===== config.mk =====
export PLATFORM = sky130hd
export DESIGN_NAME = regfile_cmd_ctrl
export DESIGN_NICKNAME = d
export VERILOG_FILES = /design/src/rtl/regfile_cmd_ctrl.sv
export SDC_FILE = /design/constraint.sdc
export NUM_CORES = 1
export LEC_CHECK = 0
export CAP_MARGIN = 30
export CORE_ASPECT_RATIO = 2
export CORE_MARGIN = 8
export CORE_UTILIZATION = 45
export DETAILED_ROUTE_END_ITERATION = 16
export GPL_ROUTABILITY_DRIVEN = 0
export PLACE_DENSITY_LB_ADDON = 0.1
export SLEW_MARGIN = 20
export SYNTH_ARGS = -nofsm -noshare
export SYNTH_HDL_FRONTEND = slang
export SYNTH_SLANG_ARGS = --single-unit

===== constraint.sdc =====
create_clock -name clk -period 2.84 [get_ports clk]
set_clock_uncertainty 0.15 [all_clocks]
set_input_delay 0.71 -clock clk [delete_from_list [all_inputs] [get_ports clk]]
set_output_delay 0.71 -clock clk [all_outputs]
set_load 0.01 [all_outputs]

===== src/rtl/regfile_cmd_ctrl.sv =====
// rtl/regfile_cmd_ctrl.sv - command sequencer driving the 8x4 register file port set (optional RFCTL_WRITE_VERIFY_EN)
module regfile_cmd_ctrl #(
    parameter int DW = 4,
    parameter int AW = 3
) (
    input  logic          clk,
    input  logic          rst_n,
    input  logic          cmd_valid,
    output logic          cmd_ready,
    input  logic [1:0]    cmd_op,
    input  logic [AW-1:0] cmd_addr,
    input  logic [DW-1:0] cmd_data,
    output logic          rsp_valid,
    input  logic          rsp_ready,
    output logic [DW-1:0] rsp_data,
    output logic          busy,
    output logic          rf_load,
    output logic          rf_clr,
    output logic [AW-1:0] rf_addr,
    output logic [DW-1:0] rf_din,
    input  logic [DW-1:0] rf_q
`ifdef RFCTL_WRITE_VERIFY_EN
    ,
    output logic          verify_err
`endif
);

    localparam logic [1:0] OP_WRITE = 2'b00;
    localparam logic [1:0] OP_READ  = 2'b01;
    localparam logic [1:0] OP_FILL  = 2'b10;
    localparam logic [1:0] OP_CLEAR = 2'b11;

`ifdef RFCTL_WRITE_VERIFY_EN
    typedef enum logic [2:0] {
        S_IDLE, S_WR, S_RD, S_RSP, S_FILL, S_CLR, S_WV
    } state_t;
`else
    typedef enum logic [2:0] {
        S_IDLE, S_WR, S_RD, S_RSP, S_FILL, S_CLR
    } state_t;
`endif

    state_t        state_q, state_d;
    logic [DW-1:0] data_q, data_d;
    logic [AW-1:0] idx_q, idx_d;
    logic [AW-1:0] idx_inc;
    logic          rf_load_q, rf_load_d;
    logic          rf_clr_q, rf_clr_d;
    logic [AW-1:0] rf_addr_q, rf_addr_d;
    logic [DW-1:0] rf_din_q, rf_din_d;
    logic          rsp_valid_q, rsp_valid_d;
    logic [DW-1:0] rsp_data_q, rsp_data_d;
`ifdef RFCTL_WRITE_VERIFY_EN
    logic          verify_err_q, verify_err_d;
`endif

    assign idx_inc = idx_q + AW'(1);

    // Handshake/status decode straight from state so cmd_ready is valid the cycle after reset.
    assign cmd_ready = (state_q == S_IDLE);
    assign busy      = (state_q != S_IDLE);

    assign rf_load   = rf_load_q;
    assign rf_clr    = rf_clr_q;
    assign rf_addr   = rf_addr_q;
    assign rf_din    = rf_din_q;
    assign rsp_valid = rsp_valid_q;
    assign rsp_data  = rsp_data_q;
`ifdef RFCTL_WRITE_VERIFY_EN
    assign verify_err = verify_err_q;
`endif

    // Next-state and next-output logic; rf_* are computed for the state being entered so they line up with it.
    always_comb begin
        state_d     = state_q;
        data_d      = data_q;
        idx_d       = idx_q;
        rf_load_d   = 1'b0;
        rf_clr_d    = 1'b0;
        rf_addr_d   = rf_addr_q;
        rf_din_d    = rf_din_q;
        rsp_valid_d = rsp_valid_q;
        rsp_data_d  = rsp_data_q;
`ifdef RFCTL_WRITE_VERIFY_EN
        verify_err_d = verify_err_q;
`endif
        case (state_q)
            S_IDLE: begin
                if (cmd_valid) begin
                    data_d = cmd_data;
                    case (cmd_op)
                        OP_WRITE: begin
                            state_d   = S_WR;
                            rf_load_d = 1'b1;
                            rf_addr_d = cmd_addr;
                            rf_din_d  = cmd_data;
                        end
                        OP_READ: begin
                            state_d   = S_RD;
                            rf_addr_d = cmd_addr;
                        end
                        OP_FILL: begin
                            state_d   = S_FILL;
                            idx_d     = '0;
                            rf_load_d = 1'b1;
                            rf_addr_d = '0;
                            rf_din_d  = cmd_data;
                        end
                        OP_CLEAR: begin
                            state_d  = S_CLR;
                            rf_clr_d = 1'b1;
                        end
                        default: state_d = S_IDLE;
                    endcase
                end
            end
            S_WR: begin
`ifdef RFCTL_WRITE_VERIFY_EN
                // rf_addr still points at the written entry, so WV sees it on rf_q.
                state_d = S_WV;
`else
                state_d = S_IDLE;
`endif
            end
`ifdef RFCTL_WRITE_VERIFY_EN
            S_WV: begin
                if (rf_q != data_q) begin
                    verify_err_d = 1'b1;
                end
                state_d = S_IDLE;
            end
`endif
            S_RD: begin
                rsp_data_d  = rf_q;
                rsp_valid_d = 1'b1;
                state_d     = S_RSP;
            end
            S_RSP: begin
                if (rsp_ready) begin
                    rsp_valid_d = 1'b0;
                    state_d     = S_IDLE;
                end
            end
            S_FILL: begin
                if (idx_q == {AW{1'b1}}) begin
                    state_d = S_IDLE;
                end else begin
                    idx_d     = idx_inc;
                    rf_load_d = 1'b1;
                    rf_addr_d = idx_inc;
                    rf_din_d  = data_q + DW'(idx_inc);
                end
            end
            S_CLR: begin
                state_d = S_IDLE;
            end
            default: begin
                state_d = S_IDLE;
            end
        endcase
    end

    // State and registered outputs; reset aborts any operation and drops a pending response.
    always_ff @(posedge clk) begin
        if (!rst_n) begin
            state_q     <= S_IDLE;
            data_q      <= '0;
            idx_q       <= '0;
            rf_load_q   <= 1'b0;
            rf_clr_q    <= 1'b0;
            rf_addr_q   <= '0;
            rf_din_q    <= '0;
            rsp_valid_q <= 1'b0;
            rsp_data_q  <= '0;
`ifdef RFCTL_WRITE_VERIFY_EN
            verify_err_q <= 1'b0;
`endif
        end else begin
            state_q     <= state_d;
            data_q      <= data_d;
            idx_q       <= idx_d;
            rf_load_q   <= rf_load_d;
            rf_clr_q    <= rf_clr_d;
            rf_addr_q   <= rf_addr_d;
            rf_din_q    <= rf_din_d;
            rsp_valid_q <= rsp_valid_d;
            rsp_data_q  <= rsp_data_d;
`ifdef RFCTL_WRITE_VERIFY_EN
            verify_err_q <= verify_err_d;
`endif
        end
    end

endmodule


==> metrics.md <==
| Metric | Value |
|---|---|
| Status | `finished clean` |
| Routed vias/inst | `5.52` |
| Cell row count | `28` |
| Pre-CTS setup slack | `108 ps` |
| Fill cell count | `277` |
| R2r worst-path depth | `6` |
| Root Driver | `clkbuf_8` |
| Max incr delay on CP | `540 ps` |
| Crit path from | `state_q[2]$_SDFFE_PN0P_` |
| RR Startpoint | `idx_q[0]$_SDFFE_PN0P_` |
| Worst Hold End | `rf_din[2]$_SDFFE_PN0P_` |
| CP max stage cell | `clkdlybuf4s50_1` |
| Post-CTS Resized | `0` |
| Final setup fails | `0` |
| Synth Area per Inst | `9.66 um2` |
| Slew HR | `67.2%` |
| RSZ-0062 raised after global routing | `false` |
| Crit-path cells | `or3_4 -> inv_4 -> clkdlybuf4s50_1` |
| Internal Pwr Total | `0.000862 W` |
| CTS Hold Buffers Added | `0` |
| Buf/Inv on CP | `2` |
| Initial antenna violation count | `0` |
| Worst hold path depth | `2` |
| Cell area after synthesis | `0.00135 mm2` |
| PortBufs | `32` |
| Cell family with most CP delay | `buffers and inverters` |
| Worst skew pair latency | `270 ps` |
| Initial detailed-routing violation count | `30` |
| Share of cells above drive strength 1 | `11.2%` |
| Worst-case clock buffer depth | `2` |
| P_leak | `0.703 nW` |
| Worst EP required | `1980 ps` |
| Worst Setup End Kind | `primary output` |
| Crit Path Class | `register to primary output` |
| Post-CTS Setup Bufs | `0` |
| CTS Buf Count | `3` |
| Routed wire per std cell | `15.5 um` |
| Largest net degree at the start of global routing | `15` |
| Antenna-violating nets left | `0` |
| GRT overflow | `0` |
| Pwr dens | `741 mW/mm2` |
| Reg2Reg Capture Point | `rf_din[3]$_SDFFE_PN0P_` |
| Tmin final | `2620 ps` |
| Startpoint type of the worst setup path | `register` |
| Antenna fix cells | `0` |
| Peak supply drop | `0.465 mV` |
| Hold Path Class | `register to register` |
| Post-Route WL | `3090 um` |
| Die Ht | `93.5 um` |
| Clock network fraction of total power | `23.2%` |
| Nets@finish | `199` |
| Sequential area share after synthesis | `35.5%` |
| Syn Nets | `168` |
| Max Slew Vio Count | `0` |
| Tightest Pin Transition | `490 ps` |
| Vias | `1103` |
| Post-route cell area | `0.00175 mm2` |
| Clock Sinks | `24` |
| Area grow syn2layout | `29.0%` |
| Clk slew on worst S/H paths | `90 ps` |
| Worst EP arrival | `1760 ps` |
| Final Hold Fails | `0` |
| Cell variety after synth | `44` |
| Mapped Cells | `140` |
| Crit Path Max Fanout | `10` |
| #FFs+latches synth | `24` |
| Yosys warns | `0` |
| Vias in the first global route | `1196` |
| DR pass1 iterations | `4` |
| First-pass GRT wire length | `5350 um` |
| Max cap viols | `0` |
| DRC Markers | `0` |
| Comb power frac | `42.2%` |
| GRT Util Overall | `13.2%` |
| Sw frac | `33.3%` |
| Period utilization | `92.3%` |
| Starting density of the core | `46.5%` |
| # H-tree levels | `1` |
| Dpl hpwl | `2530 um` |
| Die Span X | `54.8 um` |
| Dpl cell area | `0.00167 mm2` |
| Min-delay src | `rf_din[2]$_SDFFE_PN0P_` |
| CTS tree | `done` |
| IO Count | `33` |
| Reg-to-reg slack, setup | `780 ps` |
| Setup TNS | `0 ps` |
| Fmax | `381 MHz` |
| Die area | `0.00512 mm2` |
| P_sw | `0.000431 W` |
| Share of power burned in registers | `34.6%` |
| Worst setup margin | `218 ps` |
| CORE AREA | `0.00291 mm2` |
[metrics by stage]
stage	power [W]	util (%)	cells	hold WS (ps)
floorplan	0.000826	-	140	315
global placement	0.000998	57.6	196	318
detailed placement	0.00101	57.6	196	316
CTS	0.00131	60.0	200	332
global route	0.00137	60.0	200	345
finish	0.00129	60.0	200	331
[metal layers]
metal  part of all wire [%]  track usage (%)  wire length (um)  up-vias
li1                       -                -                 -      548
met1                     38             13.8              1180      528
met2                     55             24.2              1720       22
met3                    4.9             2.23               151        5
met4                    1.3             4.34                41        0
met5                      0                0                 0        -
[power by group through the flow]
| stage | Combinational (W) | Sequential [W] | Clock, W |
|---|---|---|---|
| floorplan | 0.000370 | 0.000456 | 0 |
| global route | 0.000599 | 0.000458 | 0.000318 |
| finish | 0.000545 | 0.000448 | 0.000300 |
| detailed placement | 0.000552 | 0.000455 | 0 |
| global placement | 0.000543 | 0.000455 | 0 |
| CTS | 0.000554 | 0.000448 | 0.000308 |
[kinds of logic after synthesis]
family | share of synthesized area (%)
compound gates | 16.2
mux | 8.51
flops | 35.5
fa+ha+maj | 10.7
buf+inv | 5.09
xor+xnor | 1.30
simple gates | 22.7
[worst max-delay path by stage]
stage	cells after the start	to	slack, ps
2_1_floorplan	6	rf_din[3]$_SDFFE_PN0P_	810
5_1_grt	3	cmd_ready	160
6_report	3	cmd_ready	220
4_1_cts	3	cmd_ready	210
3_5_place_dp	7	rf_din[3]$_SDFFE_PN0P_	110
3_3_place_gp	7	rf_din[3]$_SDFFE_PN0P_	180
[synth_stat cells (all sizes together)]
| cell type | number | area [um2] |
|---|---|---|
| a211oi | 2 | 25.0 |
| or2 | 2 | 12.5 |
| clkbuf | 3 | 11.3 |
| dfxtp | 24 | 480 |
| buf | 4 | 32.5 |
| mux2i | 10 | 100 |
| a221oi | 2 | 41.3 |
| and2 | 5 | 33.8 |
| clkinv | 1 | 3.75 |
| mux2 | 1 | 15.0 |
| nor2 | 19 | 78.8 |
| xor2 | 1 | 8.76 |
| o211ai | 2 | 15.0 |
| nand2 | 8 | 30.0 |
| nor3 | 2 | 10.0 |
| a21oi | 12 | 60.1 |
| inv | 5 | 21.3 |
| o21a | 1 | 7.51 |
| nor4b | 1 | 15.0 |
| nand3b | 5 | 50.1 |
| a311oi | 3 | 32.5 |
| nand3 | 1 | 5.00 |
| o21ai | 3 | 18.8 |
| nand2b | 3 | 18.8 |
| or3b | 1 | 8.76 |
| fa | 1 | 20.0 |
| xnor2 | 1 | 8.76 |
| ha | 10 | 125 |
| or3 | 2 | 17.5 |
| nor3b | 2 | 20.0 |
| a21o | 1 | 7.51 |
| and3 | 1 | 6.26 |
| o221a | 1 | 11.3 |
[tightest hold or removal path, cell delays in order (launching register included)]
cell,delay (ps)
dfxtp_1,320
nand2b_1,60
a21oi_1,50
[sequential cells by signal, indices dropped and copies added (netlist names)]
| register | flops |
|---|---|
| rf_load | 1 |
| rsp_data | 4 |
| rf_addr | 3 |
| data_q | 4 |
| idx_q | 3 |
| rsp_valid | 1 |
| rf_clr | 1 |
| state_q | 3 |
| rf_din | 4 |
[area by class of cell]
type / instances / area [um2] / share of cell area (%)
Multi-Input combinational cell: 103 / 803 / 46.0
Sequential cell: 24 / 480 / 27.5
Timing Repair Buffer: 33 / 328 / 18.8
Clock buffer: 3 / 41.3 / 2.37
Tap cell: 30 / 37.5 / 2.15
Clock inverter: 1 / 30.0 / 1.72
Inverter: 6 / 25.0 / 1.43
[layout by cell type, fill, tap and decap left out, drive strengths merged, types with 2 or more instances in the layout]
master / synthesis / layout
clkdlybuf4s50: 0 / 32
dfxtp: 24 / 24
nor2: 19 / 19
a21oi: 12 / 12
mux2i: 10 / 10
ha: 10 / 10
nand2: 8 / 8
inv: 5 / 5
and2: 5 / 5
nand3b: 5 / 5
nand2b: 3 / 3
clkbuf: 3 / 3
a311oi: 3 / 3
o21ai: 3 / 3
or2: 2 / 2
nor3: 2 / 2
a211oi: 2 / 2
o211ai: 2 / 2
or3: 2 / 2
a221oi: 2 / 2
nor3b: 2 / 2
Note: power is estimated with default switching activity, not from simulation.
